--- config.mk ---
export PLATFORM = sky130hd
export DESIGN_NAME = control_multiciclo
export DESIGN_NICKNAME = d
export VERILOG_FILES = /design/src/rtl/control_multiciclo.sv
export SDC_FILE = /design/constraint.sdc
export NUM_CORES = 1
export LEC_CHECK = 0
export ABC_CLOCK_PERIOD_IN_PS = 1600
export CORE_MARGIN = 5
export CORE_UTILIZATION = 40
export CTS_CLUSTER_SIZE = 8
export DETAILED_ROUTE_END_ITERATION = 12
export PLACE_DENSITY = 0.76
export SLEW_MARGIN = 30
export SYNTH_ARGS = -nofsm -noshare
export SYNTH_HDL_FRONTEND = slang
export SYNTH_SLANG_ARGS = --single-unit
--- constraint.sdc ---
create_clock -name clk -period 1.6 [get_ports clk]
set_input_delay 0.48 -clock clk [delete_from_list [all_inputs] [get_ports clk]]
set_output_delay 0.48 -clock clk [all_outputs]
set_load 0.02 [all_outputs]
--- src/rtl/control_multiciclo.sv ---
// Multicycle MIPS main control: Moore FSM sequencing fetch/decode/execute/memory/write-back.
// Define CTRL_ZERO_EXT_EN to decode andi/ori with zero-extended immediates.
module control_multiciclo (
    input  logic        clk,
    input  logic        rst_n,
    input  logic [5:0]  opcode,
    input  logic        zero,
    input  logic        mem_ready,
    output logic        pc_en,
    output logic        iord,
    output logic        mem_read,
    output logic        mem_write,
    output logic        ir_write,
    output logic        reg_dst,
    output logic        mem_to_reg,
    output logic        reg_write,
    output logic        alu_src_a,
    output logic [1:0]  alu_src_b,
    output logic [1:0]  alu_op,
    output logic [1:0]  pc_source,
    output logic        ext_sel,
    output logic        illegal,
    output logic [31:0] instr_count,
    output logic [3:0]  state
);

    typedef enum logic [3:0] {
        ST_IDLE    = 4'd0,
        ST_FETCH   = 4'd1,
        ST_DECODE  = 4'd2,
        ST_MEMADR  = 4'd3,
        ST_MEMRD   = 4'd4,
        ST_MEMWB   = 4'd5,
        ST_MEMWR   = 4'd6,
        ST_EXEC    = 4'd7,
        ST_ALUWB   = 4'd8,
        ST_BRANCH  = 4'd9,
        ST_IMMEXEC = 4'd10,
        ST_IMMWB   = 4'd11,
        ST_JUMP    = 4'd12
    } state_t;

    localparam logic [5:0] OP_RTYPE = 6'b000000;
    localparam logic [5:0] OP_LW    = 6'b100011;
    localparam logic [5:0] OP_SW    = 6'b101011;
    localparam logic [5:0] OP_BEQ   = 6'b000100;
    localparam logic [5:0] OP_ADDI  = 6'b001000;
    localparam logic [5:0] OP_J     = 6'b000010;
    localparam logic [5:0] OP_ANDI  = 6'b001100;
    localparam logic [5:0] OP_ORI   = 6'b001101;

`ifdef CTRL_ZERO_EXT_EN
    localparam logic ZERO_EXT_EN = 1'b1;
`else
    localparam logic ZERO_EXT_EN = 1'b0;
`endif

    function automatic logic is_logic_imm(input logic [5:0] op);
        return ZERO_EXT_EN && ((op == OP_ANDI) || (op == OP_ORI));
    endfunction

    state_t      state_r;
    logic        illegal_r;
    logic [31:0] instr_count_r;
    logic        pc_write_s;
    logic        pc_write_cond_s;
    logic        logic_imm_s;

    assign logic_imm_s = is_logic_imm(opcode);

    // State sequencing, sticky illegal flag and retired-instruction counter
    always_ff @(posedge clk or negedge rst_n) begin
        if (!rst_n) begin
            state_r       <= ST_IDLE;
            illegal_r     <= 1'b0;
            instr_count_r <= 32'd0;
        end else begin
            case (state_r)
                ST_IDLE:   state_r <= ST_FETCH;
                ST_FETCH:  state_r <= mem_ready ? ST_DECODE : ST_FETCH;
                ST_DECODE: begin
                    case (opcode)
                        OP_LW, OP_SW: state_r <= ST_MEMADR;
                        OP_RTYPE:     state_r <= ST_EXEC;
                        OP_BEQ:       state_r <= ST_BRANCH;
                        OP_ADDI:      state_r <= ST_IMMEXEC;
                        OP_J:         state_r <= ST_JUMP;
                        default: begin
                            if (logic_imm_s) begin
                                state_r <= ST_IMMEXEC;
                            end else begin
                                state_r   <= ST_FETCH;
                                illegal_r <= 1'b1;
                            end
                        end
                    endcase
                end
                ST_MEMADR: begin
                    if (opcode == OP_LW) begin
                        state_r <= ST_MEMRD;
                    end else if (opcode == OP_SW) begin
                        state_r <= ST_MEMWR;
                    end else begin
                        state_r <= ST_FETCH;
                    end
                end
                ST_MEMRD:  state_r <= mem_ready ? ST_MEMWB : ST_MEMRD;
                ST_MEMWR: begin
                    if (mem_ready) begin
                        state_r       <= ST_FETCH;
                        instr_count_r <= instr_count_r + 32'd1;
                    end else begin
                        state_r <= ST_MEMWR;
                    end
                end
                ST_EXEC:    state_r <= ST_ALUWB;
                ST_IMMEXEC: state_r <= ST_IMMWB;
                ST_MEMWB, ST_ALUWB, ST_BRANCH, ST_IMMWB, ST_JUMP: begin
                    state_r       <= ST_FETCH;
                    instr_count_r <= instr_count_r + 32'd1;
                end
                default:    state_r <= ST_FETCH;
            endcase
        end
    end

    // Moore decode of datapath controls; only FETCH strobes and pc_en see live inputs
    always_comb begin
        iord            = 1'b0;
        mem_read        = 1'b0;
        mem_write       = 1'b0;
        ir_write        = 1'b0;
        reg_dst         = 1'b0;
        mem_to_reg      = 1'b0;
        reg_write       = 1'b0;
        alu_src_a       = 1'b0;
        alu_src_b       = 2'b00;
        alu_op          = 2'b00;
        pc_source       = 2'b00;
        ext_sel         = 1'b0;
        pc_write_s      = 1'b0;
        pc_write_cond_s = 1'b0;
        case (state_r)
            ST_FETCH: begin
                mem_read   = 1'b1;
                alu_src_b  = 2'b01;
                ir_write   = mem_ready;
                pc_write_s = mem_ready;
            end
            ST_DECODE:  alu_src_b = 2'b11;
            ST_MEMADR: begin
                alu_src_a = 1'b1;
                alu_src_b = 2'b10;
            end
            ST_MEMRD: begin
                iord     = 1'b1;
                mem_read = 1'b1;
            end
            ST_MEMWB: begin
                mem_to_reg = 1'b1;
                reg_write  = 1'b1;
            end
            ST_MEMWR: begin
                iord      = 1'b1;
                mem_write = 1'b1;
            end
            ST_EXEC: begin
                alu_src_a = 1'b1;
                alu_op    = 2'b10;
            end
            ST_ALUWB: begin
                reg_dst   = 1'b1;
                reg_write = 1'b1;
            end
            ST_BRANCH: begin
                alu_src_a       = 1'b1;
                alu_op          = 2'b01;
                pc_source       = 2'b01;
                pc_write_cond_s = 1'b1;
            end
            ST_IMMEXEC: begin
                alu_src_a = 1'b1;
                alu_src_b = 2'b10;
                alu_op    = logic_imm_s ? 2'b11 : 2'b00;
                ext_sel   = logic_imm_s;
            end
            ST_IMMWB: begin
                reg_write = 1'b1;
                ext_sel   = logic_imm_s;
            end
            ST_JUMP: begin
                pc_source  = 2'b10;
                pc_write_s = 1'b1;
            end
            default: ;
        endcase
    end

    assign pc_en       = pc_write_s | (pc_write_cond_s & zero);
    assign illegal     = illegal_r;
    assign instr_count = instr_count_r;
    assign state       = state_r;

endmodule

==> PnR_summary.wiki <==
{| class="wikitable"
! Metric !! Value
|-
| Highest achievable clock rate || about 500 MHz
|-
| Mapped Nets || 246
|-
| Number of setup violations in the final report || 51
|-
| DRC Markers || 0
|-
| Drt first pass iters || 5
|-
| Share of the yosys chip area belonging to registers || 0.411
|-
| Number of placed cells counting well taps || between 400 and 500
|-
| Layout cell share with drive strength beyond 1 || 0.573
|-
| Final wirelength || 9630 um
|-
| Maximum resistive drop on vdd || 0.826 mV
|-
| Pwr Density || 731 mW/mm^2
|-
| Netlist Area Pre-Place || 0.00225 mm^2
|-
| Final worst-path cycle share || 1.25
|-
| Final Instance Area || 0.00441 mm^2
|-
| Number of nets with antenna violations after routing || 0
|-
| Dominant synthesized flop cell || sky130_fd_sc_hd__dfrtp_1
|-
| Sum of met2 wire segment lengths after detailed routing || roughly 5000 um
|-
| CTS Root Cell || sky130_fd_sc_hd__clkbuf_8
|-
| Final Non-Filler Cells || between 400 and 500
|-
| Number of fillers in the final layout || about 300
|-
| Total Power Consumption || 0.00322 W
|-
| Vias/cell || ~5.8
|-
| Total core area || around 0.0055 mm^2
|-
| Floorplan row count || 27
|-
| Required time at the endpoint of the critical path || between 1.5 and 2 ns
|-
| Final setup skew || ~0.014 ns
|-
| Status || finished with violations
|-
| Post-route worst setup slack || -0.396 ns
|-
| Number of instances in the synthesized netlist || around 240
|-
| Initial standard-cell utilization of the core || 0.409
|-
| Placed wire-length estimate || 4960 um
|-
| Final-stage net count || a little under 400
|-
| Simple logic cell fraction of the synthesized area || 0.209
|-
| Slew Limit Fails || 0
|-
| Post-synthesis compound-gate area fraction || 0.180
|-
| RSZ-0062 raised after global routing || true
|-
| CTS tree || done
|-
| Vias in the first global route || 2,654
|-
| Cell with the biggest individual delay on the critical path || sky130_fd_sc_hd__dfrtp_2
|-
| Path type of the worst setup path || reg -> reg
|-
| Setup tns final || -12.16 ns
|-
| Largest stage delay, worst path || roughly 0.45 ns
|-
| Clock insertion delay at the later pin of the skew report || just under 0.3 ns
|-
| Boundary Pins || between 60 and 70
|-
| Maxcap violations || 0
|-
| Violated checks || negative setup slack
|-
| Top cell by count, worst path || sky130_fd_sc_hd__buf_6
|-
| Die width || between 80 and 90 um
|-
| CP arrival || approximately 2.2 ns
|-
| Avg WL per Cell || about 21 um
|-
| Total clock buffers created by CTS || 5
|-
| Pin count of the biggest net entering global routing || 38
|-
| Leak Pwr || ~1.6 nW
|-
| Number of buffers inserted by port buffering || slightly above 60
|-
| Yosys synthesis warning count || 0
|-
| FF+latch count, synth || 37
|-
| Worst R2R Setup Slack || -0.40 ns
|-
| Worst hold slack across all endpoints || approximately 0.15 ns
|-
| Share of synthesized flip-flops with an asynchronous set or reset || 1.00
|-
| Iteration-0 DRC count of the detailed router || ~200
|-
| Highest fanout seen on the critical path || 5
|-
| DR vias || ~2.7k
|-
| Synth Area per Inst || around 9.6 um^2
|-
| Total of hold buffers inserted after clock tree synthesis || 0
|-
| Gpl congestion || between 0.8 and 0.9
|-
| Hold WC Path Type || in -> async
|-
| Diode count || 0
|-
| GRT Overall Usage || 0.229
|-
| Share of synthesized area spent on multiplexers || 0.00943
|-
| Global route total overflow || 0
|-
| Die Height || approximately 85 um
|-
| Area share of fa/ha/maj cells after synthesis || 0.00999
|-
| Total number of clock tree sinks || 37
|-
| Wire length of the first global-routing pass || around 14,000 um
|-
| Minimum clock period || roughly 2 ns
|-
| Type of destination of the critical path || register
|-
| Die outline area || approximately 0.0072 mm^2
|-
| Main combinational cell family by area after synthesis || simple AND/OR/NAND/NOR gates
|-
| Worst-path clk slew || around 0.080 ns
|-
| Routed length on met3 || approximately 500 um
|-
| Area Growth Syn to Fin || 95.6%
|-
| Post-synthesis xor/xnor area fraction || 0.132
|-
| Cell-by-cell listing of the critical path || buf_6, buf_6, and3b_2, o21bai_4, buf_6, a2111oi_4, xor2_1
|-
| Post-placement cell area || 0.00368 mm^2
|-
| Startpoint type of the worst setup path || register
|-
| Antenna violations before repair || 0
|-
| Number of synthesized flops with an enable pin || 0
|-
| Routed metal-1 wirelength || ~3700 um
|-
| Count of endpoints failing hold in the final timing report || 0
|-
| CTS H-tree depth || 2
|-
| Longest Clk Path Bufs || 2
|-
| Number of distinct library cells after synthesis || between 50 and 60
|-
| Top Layer Used || met4
|}
## cells in the mapped netlist (2+ instances only)
cell / instances / share of area
sky130_fd_sc_hd__dfrtp_1: 37 / 0.41
sky130_fd_sc_hd__xor2_1: 28 / 0.11
sky130_fd_sc_hd__nand2_1: 16 / 0.027
sky130_fd_sc_hd__a211oi_1: 12 / 0.040
sky130_fd_sc_hd__nand3_1: 12 / 0.027
sky130_fd_sc_hd__nor2_1: 12 / 0.020
sky130_fd_sc_hd__a21oi_1: 11 / 0.024
sky130_fd_sc_hd__clkbuf_1: 10 / 0.017
sky130_fd_sc_hd__nand4_1: 8 / 0.022
sky130_fd_sc_hd__a2111oi_0: 6 / 0.023
sky130_fd_sc_hd__nand2b_1: 6 / 0.017
sky130_fd_sc_hd__nor3_1: 6 / 0.013
sky130_fd_sc_hd__xnor2_1: 6 / 0.023
sky130_fd_sc_hd__and4_1: 4 / 0.016
sky130_fd_sc_hd__buf_2: 4 / 0.0089
sky130_fd_sc_hd__inv_1: 4 / 0.0067
sky130_fd_sc_hd__nor2b_1: 4 / 0.011
sky130_fd_sc_hd__a2111oi_2: 3 / 0.020
sky130_fd_sc_hd__and3_1: 3 / 0.0083
sky130_fd_sc_hd__o22ai_1: 3 / 0.0083
sky130_fd_sc_hd__a2111oi_1: 2 / 0.0089
sky130_fd_sc_hd__buf_1: 2 / 0.0033
sky130_fd_sc_hd__buf_4: 2 / 0.0067
sky130_fd_sc_hd__nand4_2: 2 / 0.011
sky130_fd_sc_hd__o21a_1: 2 / 0.0067
sky130_fd_sc_hd__o21ai_0: 2 / 0.0044
sky130_fd_sc_hd__o32ai_1: 2 / 0.0078
## cell usage in the layout, fill, tap and decap left out, types with 3 or more instances in the layout
cell type / count
sky130_fd_sc_hd__and4_1: 4
sky130_fd_sc_hd__a21oi_1: 4
sky130_fd_sc_hd__xnor2_1: 6
sky130_fd_sc_hd__a21oi_4: 5
sky130_fd_sc_hd__buf_4: 75
sky130_fd_sc_hd__nand2_4: 4
sky130_fd_sc_hd__a2111oi_4: 11
sky130_fd_sc_hd__clkbuf_8: 6
sky130_fd_sc_hd__dlygate4sd2_1: 26
sky130_fd_sc_hd__nand2_1: 11
sky130_fd_sc_hd__nor2_1: 7
sky130_fd_sc_hd__and3_1: 3
sky130_fd_sc_hd__buf_8: 4
sky130_fd_sc_hd__nand2b_4: 5
sky130_fd_sc_hd__inv_1: 4
sky130_fd_sc_hd__buf_2: 11
sky130_fd_sc_hd__buf_6: 36
sky130_fd_sc_hd__a211oi_2: 7
sky130_fd_sc_hd__nand4_1: 8
sky130_fd_sc_hd__buf_12: 3
sky130_fd_sc_hd__dfrtp_2: 15
sky130_fd_sc_hd__nand3_1: 12
sky130_fd_sc_hd__nor2b_1: 3
sky130_fd_sc_hd__nor3_2: 3
sky130_fd_sc_hd__xor2_1: 28
sky130_fd_sc_hd__nor2_4: 5
sky130_fd_sc_hd__dfrtp_1: 22
sky130_fd_sc_hd__a211oi_4: 5
sky130_fd_sc_hd__clkdlybuf4s50_1: 3
## state kept, by name (all words and copies together), names as in the netlist
signal,cells
instr_count,32
state,4
illegal,1
## worst max-delay path: cells and delay by family (launching register included)
kind                   cells  cell delay, ns
AND/OR/NAND/NOR            1            0.30
flip-flops                 1            0.45
buffers and inverters      3            0.44
XOR/XNOR                   1            0.23
AO/OA/AOI/OAI              2            0.48
## routing by layer
layer	track usage	vias up
met1	0.279	1334
met3	0.0388	37
met5	0	-
met4	0.0633	0
met2	0.414	144
li1	-	1161
## repair_timing
item / CTS / global route
setup endpoints to repair: 86 / 61
endpoints found under the hold margin: 0 / 0
gates cloned: 1 / 0
pin swaps: 34 / 31
buffers inserted: 19 / 14
resized for setup: 230 / 44
## power by group
group / leakage, nW / internal, W / switching, W
combinational: 1.19 / 0.000689 / 0.000767
clock: 0.0455 / 0.000352 / 0.000335
sequential: 0.360 / 0.00100 / 0.0000782
total: 1.59 / 0.00204 / 0.00118
## kinds of logic after synthesis
logic type / after synthesis
AND/OR/NAND/NOR: 83
AO/OA/AOI/OAI: 53
flip-flops: 37
XOR/XNOR: 34
buffers and inverters: 23
adder cells (fa/ha/maj): 2
multiplexers: 2
other: 1
## stage by stage
step	util	setup WS (ns)
floorplan	-	-0.266
global placement	0.669	-0.866
detailed placement	0.669	-0.912
CTS	0.763	-0.339
global route	0.801	-0.463
finish	0.801	-0.396
## final timing paths
path                       cells after the start            start               to
min in group clk                               1  instr_count[31]  instr_count[31]
setup / recovery                               7         state[0]  instr_count[17]
hold / removal                                 2            rst_n  instr_count[10]
setup reg to reg                               7         state[0]  instr_count[17]
hold reg to reg                                1  instr_count[31]  instr_count[31]
max in group asynchronous                      2            rst_n   instr_count[9]
## area by class of cell
class	instances	area, um^2	area share
clock buffer	8	90.1	0.0204
inverter	4	15.0	0.00340
sequential	37	945	0.214
multi-input combinational	175	1810	0.410
timing repair buffer	162	1460	0.331
tap	72	90.1	0.0204
No activity file was read; power rests on OpenSTA's default activity.
